$ cat src/rtl/ime_sad_buf_ctrl_pkg.sv
// Shared IME constants for the SAD buffer controller: buffer geometry and
// the legacy state encoding.
package ime_sad_buf_ctrl_pkg;

  localparam int unsigned IME_DEPTH   = 32;
  localparam int unsigned IME_NUM_BLK = 3;
  localparam int unsigned IME_ADDR_W  = 5;
  localparam int unsigned IME_BLK_W   = 2;

  typedef logic [1:0] ime_state_t;

  localparam ime_state_t ST_IDLE = 2'd0;
  localparam ime_state_t ST_FILL = 2'd1;
  localparam ime_state_t ST_FULL = 2'd2;

endpackage

$ cat src/rtl/ime_sad_buf_ctrl_if.sv
// Control bundle between the SAD datapath/consumer and the buffer controller.
interface ime_sad_buf_ctrl_if;
  import ime_sad_buf_ctrl_pkg::*;

  logic                     start_i;
  logic                     sad_vld_i;
  logic                     rd_req_i;
  logic [IME_ADDR_W-1:0]    rd_addr_i;
  logic                     release_i;
  logic [IME_ADDR_W-1:0]    addr_o;
  logic                     wren_o;
  logic [IME_BLK_W-1:0]     block_o;
  logic                     rd_gnt_o;
  logic                     rd_vld_o;
  logic [IME_NUM_BLK-1:0]   filled_o;
  logic                     done_o;
  logic                     err_o;

  modport master (
    output start_i, sad_vld_i, rd_req_i, rd_addr_i, release_i,
    input  addr_o, wren_o, block_o, rd_gnt_o, rd_vld_o, filled_o, done_o, err_o
  );

  modport slave (
    input  start_i, sad_vld_i, rd_req_i, rd_addr_i, release_i,
    output addr_o, wren_o, block_o, rd_gnt_o, rd_vld_o, filled_o, done_o, err_o
  );

endinterface

$ cat src/rtl/ime_sad_buf_ctrl.sv
// SAD buffer controller: sequences SAD rows into NUM_BLK buffers of DEPTH
// entries, arbitrates consumer reads (writes win) and flags stray SAD rows.
module ime_sad_buf_ctrl
  import ime_sad_buf_ctrl_pkg::*;
#(
  parameter int unsigned DEPTH   = IME_DEPTH,
  parameter int unsigned NUM_BLK = IME_NUM_BLK
) (
  input  logic                  clk,
  input  logic                  rst,
  ime_sad_buf_ctrl_if.slave     bus
);

  ime_state_t               state;
  logic [IME_ADDR_W-1:0]    wr_cnt;
  logic [IME_BLK_W-1:0]     blk_cnt;
  logic [IME_NUM_BLK-1:0]   filled_q;
  logic [IME_ADDR_W-1:0]    addr_q;
  logic                     rd_vld_q;
  logic                     err_q;

  logic                     wren;
  logic                     rd_gnt;
  logic                     wrap;
  logic                     last_wr;
  logic [IME_ADDR_W-1:0]    addr;

  // Write/read arbitration and the address mux; addr holds when idle.
  always_comb begin
    wren    = bus.sad_vld_i & (state == ST_FILL);
    rd_gnt  = bus.rd_req_i & ~wren & (state != ST_IDLE);
    wrap    = wren & (wr_cnt == IME_ADDR_W'(DEPTH - 1));
    last_wr = wrap & (blk_cnt == IME_BLK_W'(NUM_BLK - 1));
    addr    = addr_q;
    if (wren) begin
      addr = wr_cnt;
    end else if (rd_gnt) begin
      addr = bus.rd_addr_i;
    end
  end

  // FSM and write/block counters; start_i overrides everything but rst.
  always_ff @(posedge clk) begin
    if (rst) begin
      state    <= ST_IDLE;
      wr_cnt   <= '0;
      blk_cnt  <= '0;
      filled_q <= '0;
    end else if (bus.start_i) begin
      state    <= ST_FILL;
      wr_cnt   <= '0;
      blk_cnt  <= '0;
      filled_q <= '0;
    end else begin
      if (wren) begin
        wr_cnt <= wrap ? '0 : wr_cnt + 1'b1;
        if (wrap) begin
          // block counter parks at 0 after the last buffer so it never leaves range
          blk_cnt <= last_wr ? '0 : blk_cnt + 1'b1;
          for (int unsigned k = 0; k < NUM_BLK; k++) begin
            if (blk_cnt == IME_BLK_W'(k)) filled_q[k] <= 1'b1;
          end
        end
      end
      case (state)
        ST_FILL: if (last_wr) state <= ST_FULL;
        ST_FULL: if (bus.release_i) state <= ST_IDLE;
        default: state <= state;
      endcase
    end
  end

  // Held address, one-cycle read latency and the sticky error flag.
  always_ff @(posedge clk) begin
    if (rst) begin
      addr_q   <= '0;
      rd_vld_q <= 1'b0;
      err_q    <= 1'b0;
    end else begin
      addr_q   <= addr;
      rd_vld_q <= rd_gnt;
      if (bus.sad_vld_i && state != ST_FILL) err_q <= 1'b1;
    end
  end

  assign bus.addr_o   = addr;
  assign bus.wren_o   = wren;
  assign bus.block_o  = blk_cnt;
  assign bus.rd_gnt_o = rd_gnt;
  assign bus.rd_vld_o = rd_vld_q;
  assign bus.filled_o = filled_q;
  assign bus.done_o   = (state == ST_FULL);
  assign bus.err_o    = err_q;

endmodule
$ cat src/flat_wrapper.sv
// flat-port wrapper written by rule: the top's interface ports become plain ports
module ime_sad_buf_ctrl_flat import ime_sad_buf_ctrl_pkg::*;
#(
  parameter int unsigned DEPTH   = IME_DEPTH,
  parameter int unsigned NUM_BLK = IME_NUM_BLK
)
  (clk, rst, bus_start_i, bus_sad_vld_i, bus_rd_req_i, bus_rd_addr_i, bus_release_i, bus_addr_o, bus_wren_o, bus_block_o, bus_rd_gnt_o, bus_rd_vld_o, bus_filled_o, bus_done_o, bus_err_o);
  ime_sad_buf_ctrl_if bus_i ();
  input  logic clk;
  input  logic rst;
  input wire logic [$bits(bus_i.start_i)-1:0] bus_start_i;
  input wire logic [$bits(bus_i.sad_vld_i)-1:0] bus_sad_vld_i;
  input wire logic [$bits(bus_i.rd_req_i)-1:0] bus_rd_req_i;
  input wire logic [$bits(bus_i.rd_addr_i)-1:0] bus_rd_addr_i;
  input wire logic [$bits(bus_i.release_i)-1:0] bus_release_i;
  output wire logic [$bits(bus_i.addr_o)-1:0] bus_addr_o;
  output wire logic [$bits(bus_i.wren_o)-1:0] bus_wren_o;
  output wire logic [$bits(bus_i.block_o)-1:0] bus_block_o;
  output wire logic [$bits(bus_i.rd_gnt_o)-1:0] bus_rd_gnt_o;
  output wire logic [$bits(bus_i.rd_vld_o)-1:0] bus_rd_vld_o;
  output wire logic [$bits(bus_i.filled_o)-1:0] bus_filled_o;
  output wire logic [$bits(bus_i.done_o)-1:0] bus_done_o;
  output wire logic [$bits(bus_i.err_o)-1:0] bus_err_o;
  assign bus_i.start_i = bus_start_i;
  assign bus_i.sad_vld_i = bus_sad_vld_i;
  assign bus_i.rd_req_i = bus_rd_req_i;
  assign bus_i.rd_addr_i = bus_rd_addr_i;
  assign bus_i.release_i = bus_release_i;
  assign bus_addr_o = bus_i.addr_o;
  assign bus_wren_o = bus_i.wren_o;
  assign bus_block_o = bus_i.block_o;
  assign bus_rd_gnt_o = bus_i.rd_gnt_o;
  assign bus_rd_vld_o = bus_i.rd_vld_o;
  assign bus_filled_o = bus_i.filled_o;
  assign bus_done_o = bus_i.done_o;
  assign bus_err_o = bus_i.err_o;
  ime_sad_buf_ctrl #(.DEPTH(DEPTH), .NUM_BLK(NUM_BLK)) u_core (.clk(clk), .rst(rst), .bus(bus_i));
endmodule
$ cat config.mk
export PLATFORM = sky130hd
export DESIGN_NAME = ime_sad_buf_ctrl_flat
export DESIGN_NICKNAME = d
export VERILOG_FILES = /design/src/rtl/ime_sad_buf_ctrl_pkg.sv /design/src/rtl/ime_sad_buf_ctrl_if.sv /design/src/rtl/ime_sad_buf_ctrl.sv /design/src/flat_wrapper.sv
export SDC_FILE = /design/constraint.sdc
export NUM_CORES = 1
export LEC_CHECK = 0
export BUFFER_PORTS_ARGS = -buffer_cell sky130_fd_sc_hd__buf_2
export CAP_MARGIN = 20
export CORE_MARGIN = 2
export CORE_UTILIZATION = 40
export DETAILED_ROUTE_END_ITERATION = 7
export GPL_TIMING_DRIVEN = 0
export PLACE_DENSITY = 0.7
export SLEW_MARGIN = 20
export SYNTH_ARGS = -nofsm -noshare
export SYNTH_HDL_FRONTEND = slang
export SYNTH_SLANG_ARGS = --single-unit
$ cat constraint.sdc
create_clock -name clk -period 1.8 [get_ports clk]
set_input_delay 0.18 -clock clk [delete_from_list [all_inputs] [get_ports clk]]
set_output_delay 0.18 -clock clk [all_outputs]
set_load 0.05 [all_outputs]
# After elaboration in Yosys (flattened, before gate mapping)
# Index checks and enable logic that the tools add are counted.
# W data, S select, Z words.
op_classes:
  n_reduce_logical: 12
  n_eq_ne: 10
  bitwise: 6
  n_addsub: 2
  n_mux: 8
ops:
  columns: ["cell", "n"]
  rows:
  - ["$mux W5", 3]
  - ["$reduce_and A3 Y1", 5]
  - ["$mux W2", 3]
  - ["$add A5 B1 Y5 const B", 1]
  - ["$and A1 B1 Y1", 5]
  - ["$eq A5 B5 Y1 const B", 1]
  - ["$eq A2 B1 Y1 const B", 2]
  - ["$eq A2 B2 Y1 const B", 2]
  - ["$ne A2 B1 Y1 const B", 2]
  - ["$pmux W2 S2", 1]
  - ["$reduce_bool A2 Y1", 2]
  - ["$ne A3 B2 Y1 const B", 1]
  - ["$ne A3 B3 Y1 const B", 1]
  - ["$reduce_bool A3 Y1", 1]
  - ["$add A2 B1 Y2 const B", 1]
  - ["$logic_not A2 Y1", 1]
  - ["$ne A2 B2 Y1 const B", 1]
  - ["$reduce_and A2 Y1", 1]
  - ["$reduce_or A2 Y1", 1]
  - ["$logic_and A1 B1 Y1", 1]
  - ["$mux W1", 1]
  - ["$not A1 Y1", 1]
word_totals:
  input_bits: 11
  word_cells: 48
  register_bits: 19
  out_inout_bits: 15

# Longest topological paths before layout
# Gate-level depths: netlist of the first run.
depth:
  depth_word: 7
  mapped_depth: 7
  ltp_nobuf: 6

# Worst setup path before layout of the first run
# No wires, ideal clock.
synth_timing:
  path_kind: "register to output"
  start: "reg u_core.state[1]"
  end: "out bus_addr_o[0]"
  path_stages_with_launch: 6
  path_slack_ps: -676
  t_required_ps: 1620
  t_arrival_ps: 2296
  path_cell_list: "dfxtp_1 > nand3b_2 > inv_1 > buf_2 > nor2_1 > a211oi_1"
synth_via:
  elab_chain_cells: 7
  elab_cells_between_ends: 8
  cone_classes: "1 x eq/ne; 2 x mux; 4 x bitwise; 1 x reduce/logical"
synth_rtl:
  columns: ["item", "line", "rtl"]
  rows:
  - ["start: declaration", "ime_sad_buf_ctrl.sv:14", "ime_state_t state;"]
  - ["start signal: assignment", "ime_sad_buf_ctrl.sv:68", "default: state <= state;"]
  - ["$eq A2 B1 Y1 (*)", "ime_sad_buf_ctrl.sv:30", "wren = bus.sad_vld_i & (state == ST_FILL);"]
  - ["$and A1 B1 Y1 (*)", "ime_sad_buf_ctrl.sv:30", null]
  - ["via bus_wren_o", "flat_wrapper.sv:17", "output wire logic [$bits(bus_i.wren_o)-1:0] bus_wren_o;"]
  - ["$not A1 Y1", "ime_sad_buf_ctrl.sv:31", "rd_gnt = bus.rd_req_i & ~wren & (state != ST_IDLE);"]
  - ["$and A1 B1 Y1 (2 in a row)", "ime_sad_buf_ctrl.sv:31", null]
  - ["$mux W5", "ime_sad_buf_ctrl.sv:37", "end else if (rd_gnt) begin"]
  - ["$mux W5 (*)", "ime_sad_buf_ctrl.sv:35", "if (wren) begin"]
  - ["end: declaration", "flat_wrapper.sv:16", "output wire logic [$bits(bus_i.addr_o)-1:0] bus_addr_o;"]
# The timed path passes the listed nets; every way through them passes the cells marked *.

# Worst setup path after layout of the first run
layout_timing:
  start: "reg u_core.state[1]"
  end: "out bus_addr_o[3]"
layout_via:
  elab_chain_cells: 7
  elab_cells_between_ends: 8
  cone_classes: "1 x eq/ne; 2 x mux; 4 x bitwise; 1 x reduce/logical"
layout_rtl:
  columns: ["item", "line"]
  rows:
  - ["$eq A2 B1 Y1", "ime_sad_buf_ctrl.sv:30"]
  - ["$and A1 B1 Y1", "ime_sad_buf_ctrl.sv:30"]
  - ["$not A1 Y1", "ime_sad_buf_ctrl.sv:31"]
  - ["$and A1 B1 Y1 (2 in a row)", "ime_sad_buf_ctrl.sv:31"]
  - ["$mux W5", "ime_sad_buf_ctrl.sv:37"]
  - ["$mux W5 (*)", "ime_sad_buf_ctrl.sv:35"]
# Every way passes the cells marked *; elsewhere a longest branch is shown, timed or not.

==> results of run 1 <==
==> state kept, by name, summed over array words and instances (netlist names) <==
name / count
u_core.bus.err_o: 1
u_core.state: 2
u_core.addr_q: 5
u_core.bus.block_o: 2
u_core.bus.rd_vld_o: 1
u_core.bus.filled_o: 3
u_core.wr_cnt: 5
==> synth_stat cells (all sizes together) <==
cell type	n	area, µm²
a31oi	2	12.5
o21bai	5	37.5
o31ai	1	7.51
o21ai	3	15.0
or3b	1	8.76
inv	8	30.0
or2	1	6.26
a21oi	11	55.1
nand3	1	5.00
buf	3	21.3
a211oi	10	75.1
or3	2	12.5
nand2b	2	12.5
nor2	17	63.8
mux2i	1	10.0
or4b	1	10.0
clkbuf	3	11.3
a2111oi	5	50.0
nand3b	3	26.3
dfxtp	19	380
nand2	5	18.8
or4	1	7.51
ha	2	25.0
nand4b	1	8.76
and3	1	6.26
a21o	1	7.51
==> worst reg2reg max path, stage by stage (launching register included) <==
cell	delay, ns
dfxtp_4	0.37
ha_4	0.13
and3_4	0.17
ha_2	0.16
buf_6	0.12
nand4b_1	0.15
or3b_4	0.43
a21oi_2	0.13
==> layout make-up <==
type	instances	area, µm²
Buffer	6	70.1
Clock buffer	4	26.3
Fill cell	175	666
Inverter	8	40.0
Multi-Input combinational cell	77	683
Sequential cell	19	397
Tap cell	28	35.0
Timing Repair Buffer	39	274
==> per-layer routing <==
layer	part of all wire [%]	vias to the layer above	GRT usage [%]
met2	51	26	37.6
met4	2.0	0	10.1
met3	3.2	7	3.45
met5	0	-	0
li1	-	483	-
met1	43	459	25.2
==> power by group through the flow <==
stage	clock network [W]	logic [W]	registers [W]
after floorplan	0	0.000145	0.000457
after global placement	0	0.000193	0.000450
after detailed placement	0	0.000196	0.000451
after CTS	0.000226	0.000261	0.000437
after global routing	0.000242	0.000288	0.000438
final	0.000222	0.000272	0.000437
==> per-stage QoR <==
step / cell area (µm²) / utilization (%) / TNS, ns / setup WS [ns]
after global routing: 1530 / 69.6 / -0.465 / -0.145
after global placement: 1150 / 52.7 / -1.43 / -0.346
final: 1530 / 69.6 / -0.120 / -0.0659
after floorplan: 993 / - / 0 / 0.0127
after CTS: 1440 / 65.9 / -0.185 / -0.0451
after detailed placement: 1150 / 52.7 / -2.20 / -0.411
==> repair_timing <==
action / in CTS / in global routing
endpoints found under the setup margin: 14 / 8
setup buffers: 9 / 5
resized for setup: 45 / 14
pin swaps: 4 / 4
hold endpoints to repair: 0 / 0
==> worst paths after layout <==
kind / startpoint / end / cells past startpoint
worst min register to register: u_core.bus.filled_o[1]$_SDFFE_PP0P_ / u_core.bus.filled_o[1]$_SDFFE_PP0P_ / 2
worst max-delay path: u_core.state[1]$_SDFFE_PP0P_ / bus_addr_o[3] / 6
worst min-delay path: bus_start_i / u_core.state[0]$_SDFFE_PP0P_ / 3
worst max register to register: u_core.wr_cnt[0]$_SDFFE_PP0P_ / u_core.bus.filled_o[1]$_SDFFE_PP0P_ / 7
==> cell families after synthesis <==
group | after synthesis | share of synthesized area [%]
AOI/OAI and AO/OA | 38 | 28.1
adders and majority gates | 2 | 2.71
buffers and inverters | 14 | 6.77
DFF | 19 | 41.1
muxes | 1 | 1.08
and+or+nand+nor | 36 | 20.2
==> key figures, run 1 <==
Power
  • Lkg Pwr: 0.607 nW
  • Peak VDD IR: 412 µV
  • Internal power: 0.000626 W
  • Clk network pwr share: 23.8%
  • Comb pwr share: 29.3%
  • Switching Fraction: 32.7%
  • Register share of total power: 46.9%
  • Cell Pwr Density: 610 nW/µm²
  • Switching power: 0.000304 W
  • Tot Pwr: 0.000931 W

Layout
  • Nets: 167
  • Final Non-Filler Cells: 181
  • Layout cells sized above 1: 49.0%
  • Synth-to-Final Area Change: 65.0%
  • Most frequent cells in the layout: buf_2 (20), nor2_1 (15), dfxtp_1 (14)
  • N_diodes: 0
  • Commonest non-fill, non-tap cell in the layout: buf_2

Route
  • DRC Markers: 0
  • DR vias: 975
  • WL/cell: 15.2 µm
  • Total wire length: 2750 µm
  • 1st-iter DRT viols: 14
  • Routed vias/inst: 5.39
  • DR pass1 iterations: 4
  • Post-route ant nets: 0

Worst setup path
  • Flop-to-flop setup slack: 0.07 ns
  • Critical Path Start Type: register
  • CP Capture Type: primary output
  • Crit-path leading delay family: compound AO/OA/AOI/OAI gates
  • Cell Chain, Critical Path: nand3b_4, inv_8, buf_8, a2111oi_4, a211oi_4, buf_6
  • CP max stage cell: dfxtp_4
  • Worst EP required: 1.62 ns
  • Crit path DAT: 1.69 ns
  • Crit path buffers/inverters: 3
  • Worst-path maximum fanout: 8
  • Largest stage delay, worst path: 0.39 ns
  • Critical path class: register to primary output

Yosys
  • Net Count, Synth: 123
  • Cells after synthesis: 110
  • Netlist Area Pre-Place: 925 µm²
  • Syn avg cell area: 8.41 µm²
  • Unique masters post-synth: 29
  • Yosys reg bits: 19
  • Yosys warnings: 0
  • Sequential area share after synthesis: 41.1%

STA
  • Rel. slew slack: 66.0%
  • Fmax: 536 MHz
  • Final worst slack: -0.0659 ns
  • Worst slew pin tran: 0.511 ns
  • Pins Over Slew Limit: 0
  • Min Clock Period, post-route: 1.87 ns
  • # setup viols final: 5
  • Final Hold Viols: 0
  • RSZ-0062 raised after global routing: yes
  • Final period util: 104%
  • Worst Skew: 0.00534 ns
  • Worst Hold Margin: 0.117 ns

Clock network
  • Clock slew at reported path FFs: 0.11 ns
  • # hold bufs at CTS: 0
  • Skew-Pair Late Insertion Delay: 0.30 ns
  • Clock sink total: 19
  • Cts bufs inserted: 3
  • H-tree Lvls: 1
  • CTS tree: yes
  • Clock Tree Root: clkbuf_4
  • CTS Buffer Depth: 2

Die
  • Initial Util: 42.2%
  • Die area: 2710 µm²
  • IO Pins: 26
  • Rows: 17
  • Placeable Area: 2190 µm²
  • Chip Width: 52.1 µm
  • Die span in y: 52.1 µm

Placement
  • Routability Congestion: 0.841
  • Final HPWL DP: 1670 µm
  • Placed insts: 163
  • I/O Buffers: 25

Global route
  • Antenna violations before repair: 0
  • Gr ovfl total: 0
  • Vias in the first global route: 898
  • First-pass GRT wire length: 4170 µm
  • GR Util All Layers: 21.4%
  • Largest net degree at the start of global routing: 11

Run status
  • Outcome: complete, but fails checks
  • Failing checks: setup timing

Worst hold path
  • Hold/Removal Path Class: input pin to register

Job
  • Max Cap Viol: 0
Power figures use the tool's default switching activity.
==> inputs of run 2 (changes only) <==
--- a/config.mk
+++ b/config.mk
@@ -9,9 +9,11 @@
 export CAP_MARGIN = 20
 export CORE_MARGIN = 2
 export CORE_UTILIZATION = 40
+export CTS_CLUSTER_DIAMETER = 120
 export DETAILED_ROUTE_END_ITERATION = 7
 export GPL_TIMING_DRIVEN = 0
 export PLACE_DENSITY = 0.7
+export REMOVE_ABC_BUFFERS = 1
 export SLEW_MARGIN = 20
 export SYNTH_ARGS = -nofsm -noshare
 export SYNTH_HDL_FRONTEND = slang
==> run 2 against run 1 <==
Against the previous run: the flow still finishes with violations (setup timing); worst hold slack worse by 0.041 ns; core utilization is 1.0 points higher; maximum frequency is 8.2% lower; total power is 0.50% higher; first-iteration DRC count grew to 3.3 times the previous value; design area is 1.5% higher; largest cell class unchanged; highest routed layer unchanged.
==> key figures, run 2 (synthesis results as in run 1) <==
Run status
  • Outcome: complete, but fails checks
  • Failing checks: setup timing

STA
  • Final worst slack: -0.232 ns
  • Worst Skew: 0.0120 ns
  • Setup TNS: -0.962 ns
  • Final period util: 113%
  • Pins Over Slew Limit: 0
  • RSZ-0062 raised after global routing: yes
  • Rel. slew slack: 65.2%
  • Worst slew pin tran: 0.521 ns
  • Min Clock Period, post-route: 2.03 ns
  • Worst Hold Margin: 0.0764 ns
  • Fmax: 492 MHz
  • # setup viols final: 5
  • Final Hold Viols: 0

Worst setup path
  • Largest stage delay, worst path: 0.39 ns
  • Worst-path maximum fanout: 6
  • Critical Path Start Type: register
  • Crit-path leading delay family: buffers and inverters
  • Critical path class: register to primary output
  • Crit path DAT: 1.85 ns
  • Cell Chain, Critical Path: nand3b_4, clkinvlp_4, buf_4, a2111oi_4, a211oi_2, buf_6
  • CP Capture Type: primary output
  • Worst EP required: 1.62 ns
  • CP max stage cell: dfxtp_4
  • Crit path buffers/inverters: 3

Global route
  • First-pass GRT wire length: 4860 µm
  • GR Util All Layers: 24.8%
  • Antenna violations before repair: 0
  • Vias in the first global route: 1015
  • Largest net degree at the start of global routing: 13
  • Gr ovfl total: 0

Clock network
  • Skew-Pair Late Insertion Delay: 0.32 ns
  • CTS tree: yes
  • Clock slew at reported path FFs: 0.12 ns
  • CTS Buffer Depth: 2
  • H-tree Lvls: 1
  • # hold bufs at CTS: 0
  • Clock sink total: 19
  • Cts bufs inserted: 3
  • Clock Tree Root: clkbuf_4

Route
  • DR pass1 iterations: 4
  • DR vias: 1098
  • Post-route ant nets: 0
  • Total wire length: 3460 µm
  • 1st-iter DRT viols: 46
  • WL/cell: 18.1 µm
  • Routed vias/inst: 5.75
  • DRC Markers: 0

Layout
  • Fillers: 175
  • Most frequent cells in the layout: buf_4 (23), buf_2 (20), dfxtp_1 (15)
  • Commonest non-fill, non-tap cell in the layout: buf_4
  • Final Non-Filler Cells: 191
  • Nets: 177
  • N_diodes: 0
  • Layout cells sized above 1: 51.5%
  • Synth-to-Final Area Change: 67.4%

Die
  • Initial Util: 42.2%
  • Placeable Area: 2190 µm²
  • Rows: 17
  • Die span in y: 52.1 µm
  • IO Pins: 26
  • Chip Width: 52.1 µm
  • Die area: 2710 µm²

Power
  • Comb pwr share: 28.3%
  • Switching Fraction: 33.8%
  • Lkg Pwr: 0.647 nW
  • Switching power: 0.000317 W
  • Peak VDD IR: 571 µV
  • Internal power: 0.000619 W
  • Cell Pwr Density: 604 nW/µm²
  • Register share of total power: 46.8%
  • Clk network pwr share: 24.9%
  • Tot Pwr: 0.000936 W

Placement
  • Routability Congestion: 0.729
  • Placed insts: 157
  • Final HPWL DP: 1520 µm
  • I/O Buffers: 25

Worst hold path
  • Hold/Removal Path Class: input pin to register

Job
  • Max Cap Viol: 0
run 2: cell types whose count changed in the layout (fill, tap and decap cells not counted), sizes merged:
cell / change
buf: +11
clkbuf: -2
clkinvlp: +2
inv: -2
nand3b: +1
run 2: path summary, 6_finish.rpt:
kind / cells after the start / slack, ns / from / end
setup / recovery: 6 / -0.23 / u_core.state[1]$_SDFFE_PP0P_ / bus_addr_o[2]
hold / removal: 3 / 0.08 / bus_start_i / u_core.state[0]$_SDFFE_PP0P_
setup reg to reg: 6 / 0.11 / u_core.wr_cnt[0]$_SDFFE_PP0P_ / u_core.bus.filled_o[1]$_SDFFE_PP0P_
hold reg to reg: 2 / 0.45 / u_core.bus.filled_o[1]$_SDFFE_PP0P_ / u_core.bus.filled_o[1]$_SDFFE_PP0P_
run 2: metal layers:
| layer | vias to the layer above | share of wire, % | track usage (%) |
|---|---|---|---|
| met1 | 517 | 41 | 30.7 |
| li1 | 509 | - | - |
| met5 | - | 0 | 0 |
| met2 | 59 | 51 | 43.7 |
| met4 | 0 | 2.7 | 8.33 |
| met3 | 13 | 4.9 | 3.16 |
run 2: area by class of cell:
cell class                 count  area, µm²  share of cell area (%)
clock buffer                   4       26.3                    1.70
inverter                       8       37.5                    2.43
multi-input combinational     78        657                    42.4
sequential                    19        395                    25.5
tap                           28       35.0                    2.26
timing repair buffer          54        397                    25.6
run 2: through the flow:
step	setup WS (ns)	util [%]	cell area [µm²]
floorplan	-1.07	-	892
global placement	-0.380	48.0	1050
detailed placement	-0.473	48.0	1050
CTS	-0.135	65.7	1440
global route	-0.269	70.6	1550
finish	-0.232	70.6	1550
run 2: worst register-to-register path, cell delays in order, from the launching register on:
cell and delay [ns]:
dfxtp_4 0.37, ha_1 0.17, and3_4 0.20, ha_4 0.17
nand4b_1 0.15, or3b_4 0.42, a21oi_1 0.14
run 2: power by group through the flow:
stage / Combinational, W / Clock (W) / Sequential (W)
2_1_floorplan: 0.000112 / 0 / 0.000457
3_3_place_gp: 0.000158 / 0 / 0.000450
3_5_place_dp: 0.000163 / 0 / 0.000451
4_1_cts: 0.000241 / 0.000224 / 0.000437
5_1_grt: 0.000276 / 0.000244 / 0.000438
6_report: 0.000265 / 0.000233 / 0.000438
run 2: timing repair:
item	in CTS	in global routing
endpoints found under the setup margin	16	10
pin swaps	10	2
gates cloned	1	0
resized for setup	50	8
setup buffers	20	9
==> inputs of run 3 (changes only) <==
--- a/config.mk
+++ b/config.mk
@@ -8,12 +8,13 @@
 export BUFFER_PORTS_ARGS = -buffer_cell sky130_fd_sc_hd__buf_2
 export CAP_MARGIN = 20
 export CORE_MARGIN = 2
-export CORE_UTILIZATION = 40
+export CORE_UTILIZATION = 45
 export CTS_CLUSTER_DIAMETER = 120
 export DETAILED_ROUTE_END_ITERATION = 7
 export GPL_TIMING_DRIVEN = 0
-export PLACE_DENSITY = 0.7
+export PLACE_DENSITY = 0.77
 export REMOVE_ABC_BUFFERS = 1
+export SETUP_SLACK_MARGIN = 0.15
 export SLEW_MARGIN = 20
 export SYNTH_ARGS = -nofsm -noshare
 export SYNTH_HDL_FRONTEND = slang
==> constraint.sdc (replaced) <==
create_clock -name clk -period 1.75 [get_ports clk]
set_input_delay 0.175 -clock clk [delete_from_list [all_inputs] [get_ports clk]]
set_output_delay 0.175 -clock clk [all_outputs]
set_load 0.05 [all_outputs]
==> run 3 against run 2 <==
Against the previous run: the run still ends with setup timing left; first-iteration DRC count increased by 41%; clock power grew 2%; wire length increased by 9.4%; sequential share of layout area fell by 1.5 points; total power grew 3.4%; sequential power increased by 3%; critical path type unchanged; largest power group unchanged.
==> key figures, run 3 (synthesis results as in run 1) <==
Layout
  • Commonest non-fill, non-tap cell in the layout: buf_4
  • Synth-to-Final Area Change: 78.5%
  • Most frequent cells in the layout: buf_4 (27), buf_2 (17), nor2_1 (15)
  • Layout cells sized above 1: 57.1%
  • Post-route cell area: 1650 µm²
  • Nets: 182
  • N_diodes: 0
  • Fillers: 108

Worst setup path
  • Most common cell type on the critical path: buf_6
  • Worst-path maximum fanout: 5
  • Critical path class: register to primary output
  • Crit path DAT: 1.82 ns
  • Crit path buffers/inverters: 3
  • Largest stage delay, worst path: 0.42 ns
  • Cell Chain, Critical Path: nand3b_4, clkinvlp_4, buf_6, a2111oi_4, a211oi_2, buf_6
  • CP Capture Type: primary output
  • Crit-path leading delay family: compound AO/OA/AOI/OAI gates
  • CP max stage cell: a2111oi_4
  • Worst EP required: 1.57 ns
  • Critical Path Start Type: register
  • R2R depth: 6
  • Worst path depth: 6

STA
  • # setup viols final: 5
  • Final Hold Viols: 0
  • Min Clock Period, post-route: 1.99 ns
  • Rel. slew slack: 64.1%
  • RSZ-0062 raised after global routing: yes
  • Final worst slack: -0.245 ns
  • Fmax: 501 MHz
  • Worst Skew: 0.0141 ns
  • Worst slew pin tran: 0.538 ns
  • Pins Over Slew Limit: 0
  • Final period util: 114%

Route
  • Total wire length: 3790 µm
  • 1st-iter DRT viols: 65
  • Max Used Layer: met4
  • DRC Markers: 0
  • DR pass1 iterations: 4
  • Met3 wire length: 189 µm
  • WL/cell: 19.4 µm
  • Post-route ant nets: 0
  • Met2 routed wirelength: 1980 µm
  • DR vias: 1162
  • Routed vias/inst: 5.96
  • Metal-1 WL: 1480 µm

Global route
  • First-pass GRT wire length: 4700 µm
  • Antenna violations before repair: 0
  • GR Util All Layers: 25.5%
  • Vias in the first global route: 972
  • Largest net degree at the start of global routing: 13
  • Gr ovfl total: 0

Die
  • IO Pins: 26
  • Placeable Area: 1940 µm²
  • Die span in y: 49.3 µm
  • Rows: 16
  • Initial Util: 47.6%
  • Die area: 2430 µm²
  • Chip Width: 49.3 µm

Placement
  • I/O Buffers: 25
  • Dpl ws: -0.513 ns
  • Routability Congestion: 0.751
  • Final HPWL DP: 1430 µm
  • Placed Instance Area: 1050 µm²

Power
  • Peak VDD IR: 697 µV
  • Cell Pwr Density: 586 nW/µm²
  • Lkg Pwr: 0.694 nW

Run status
  • Outcome: complete, but fails checks
  • Failing checks: setup timing

Worst hold path
  • Hold/Removal Path Class: input pin to register
  • Worst hold path stage count: 3

Clock network
  • Skew-Pair Late Insertion Delay: 0.31 ns
  • CTS Buffer Depth: 2
  • Clock Tree Root: clkbuf_4
  • Clock sink total: 19
  • CTS tree: yes
  • Clock slew at reported path FFs: 0.11 ns
  • H-tree Lvls: 1
  • Cts bufs inserted: 3

Job
  • Max Cap Viol: 0
==> run 3: changes by cell type in the layout (fill, tap and decap cells not counted), sizes merged <==
cell / change
clkinvlp: +1
buf: +3
a21o: +1
==> run 3: worst paths after layout <==
check | from | to | slack [ns]
worst max-delay path | u_core.state[1]$_SDFFE_PP0P_ | bus_addr_o[2] | -0.24
worst min-delay path | bus_start_i | u_core.state[0]$_SDFFE_PP0P_ | 0.1
worst max register to register | u_core.wr_cnt[0]$_SDFFE_PP0P_ | u_core.wr_cnt[2]$_SDFFE_PP0P_ | 0.06
worst min register to register | u_core.bus.filled_o[1]$_SDFFE_PP0P_ | u_core.bus.filled_o[1]$_SDFFE_PP0P_ | 0.47
==> run 3: where the power goes <==
| group | switching (W) | total, W | leakage [nW] | internal [W] |
|---|---|---|---|---|
| logic | 0.000173 | 0.000279 | 0.521 | 0.000106 |
| registers | 0.00000846 | 0.000450 | 0.158 | 0.000442 |
| clock network | 0.000149 | 0.000238 | 0.0150 | 0.0000891 |
==> run 3: what timing repair did <==
item	CTS	global route
gates resized for setup	40	36
setup endpoints to repair	23	14
cloned	2	1
pin swaps	10	10
setup buffers	18	14
hold buffers	0	0
==> run 3: final cells by class <==
cell class                      instances  area (µm²)  area share (%)
Timing Repair Buffer                   57         442            26.8
Inverter                                8        37.5            2.27
Tap cell                               27        33.8            2.05
Sequential cell                        19         397            24.0
Multi-Input combinational cell         79         707            42.8
Clock buffer                            4        26.3            1.59
Timing Repair inverter                  1        7.51           0.455
==> run 3: worst register-to-register path: stages, from the launching register on <==
cell and delay (ns):
dfxtp_4 0.38, ha_4 0.16, and3_4 0.19, ha_4 0.18
buf_6 0.11, or4b_1 0.47, a21oi_1 0.13
==> run 3: layer usage <==
layer  up-vias  track usage, %
met2        58            49.1
met5         -               0
met3        14            6.13
met1       572            28.1
li1        518               -
met4         0            4.76
==> run 3: stage by stage <==
stage	utilization (%)	total power [W]	instances	TNS [ns]	hold WS (ns)
floorplan	-	0.000585	104	-5.84	0.244
global placement	54.1	0.000625	156	-2.87	0.427
detailed placement	54.1	0.000628	156	-3.68	0.433
CTS	72.5	0.000898	180	-0.583	0.105
global route	85.0	0.000993	195	-1.24	0.102
finish	85.0	0.000967	195	-0.953	0.0993
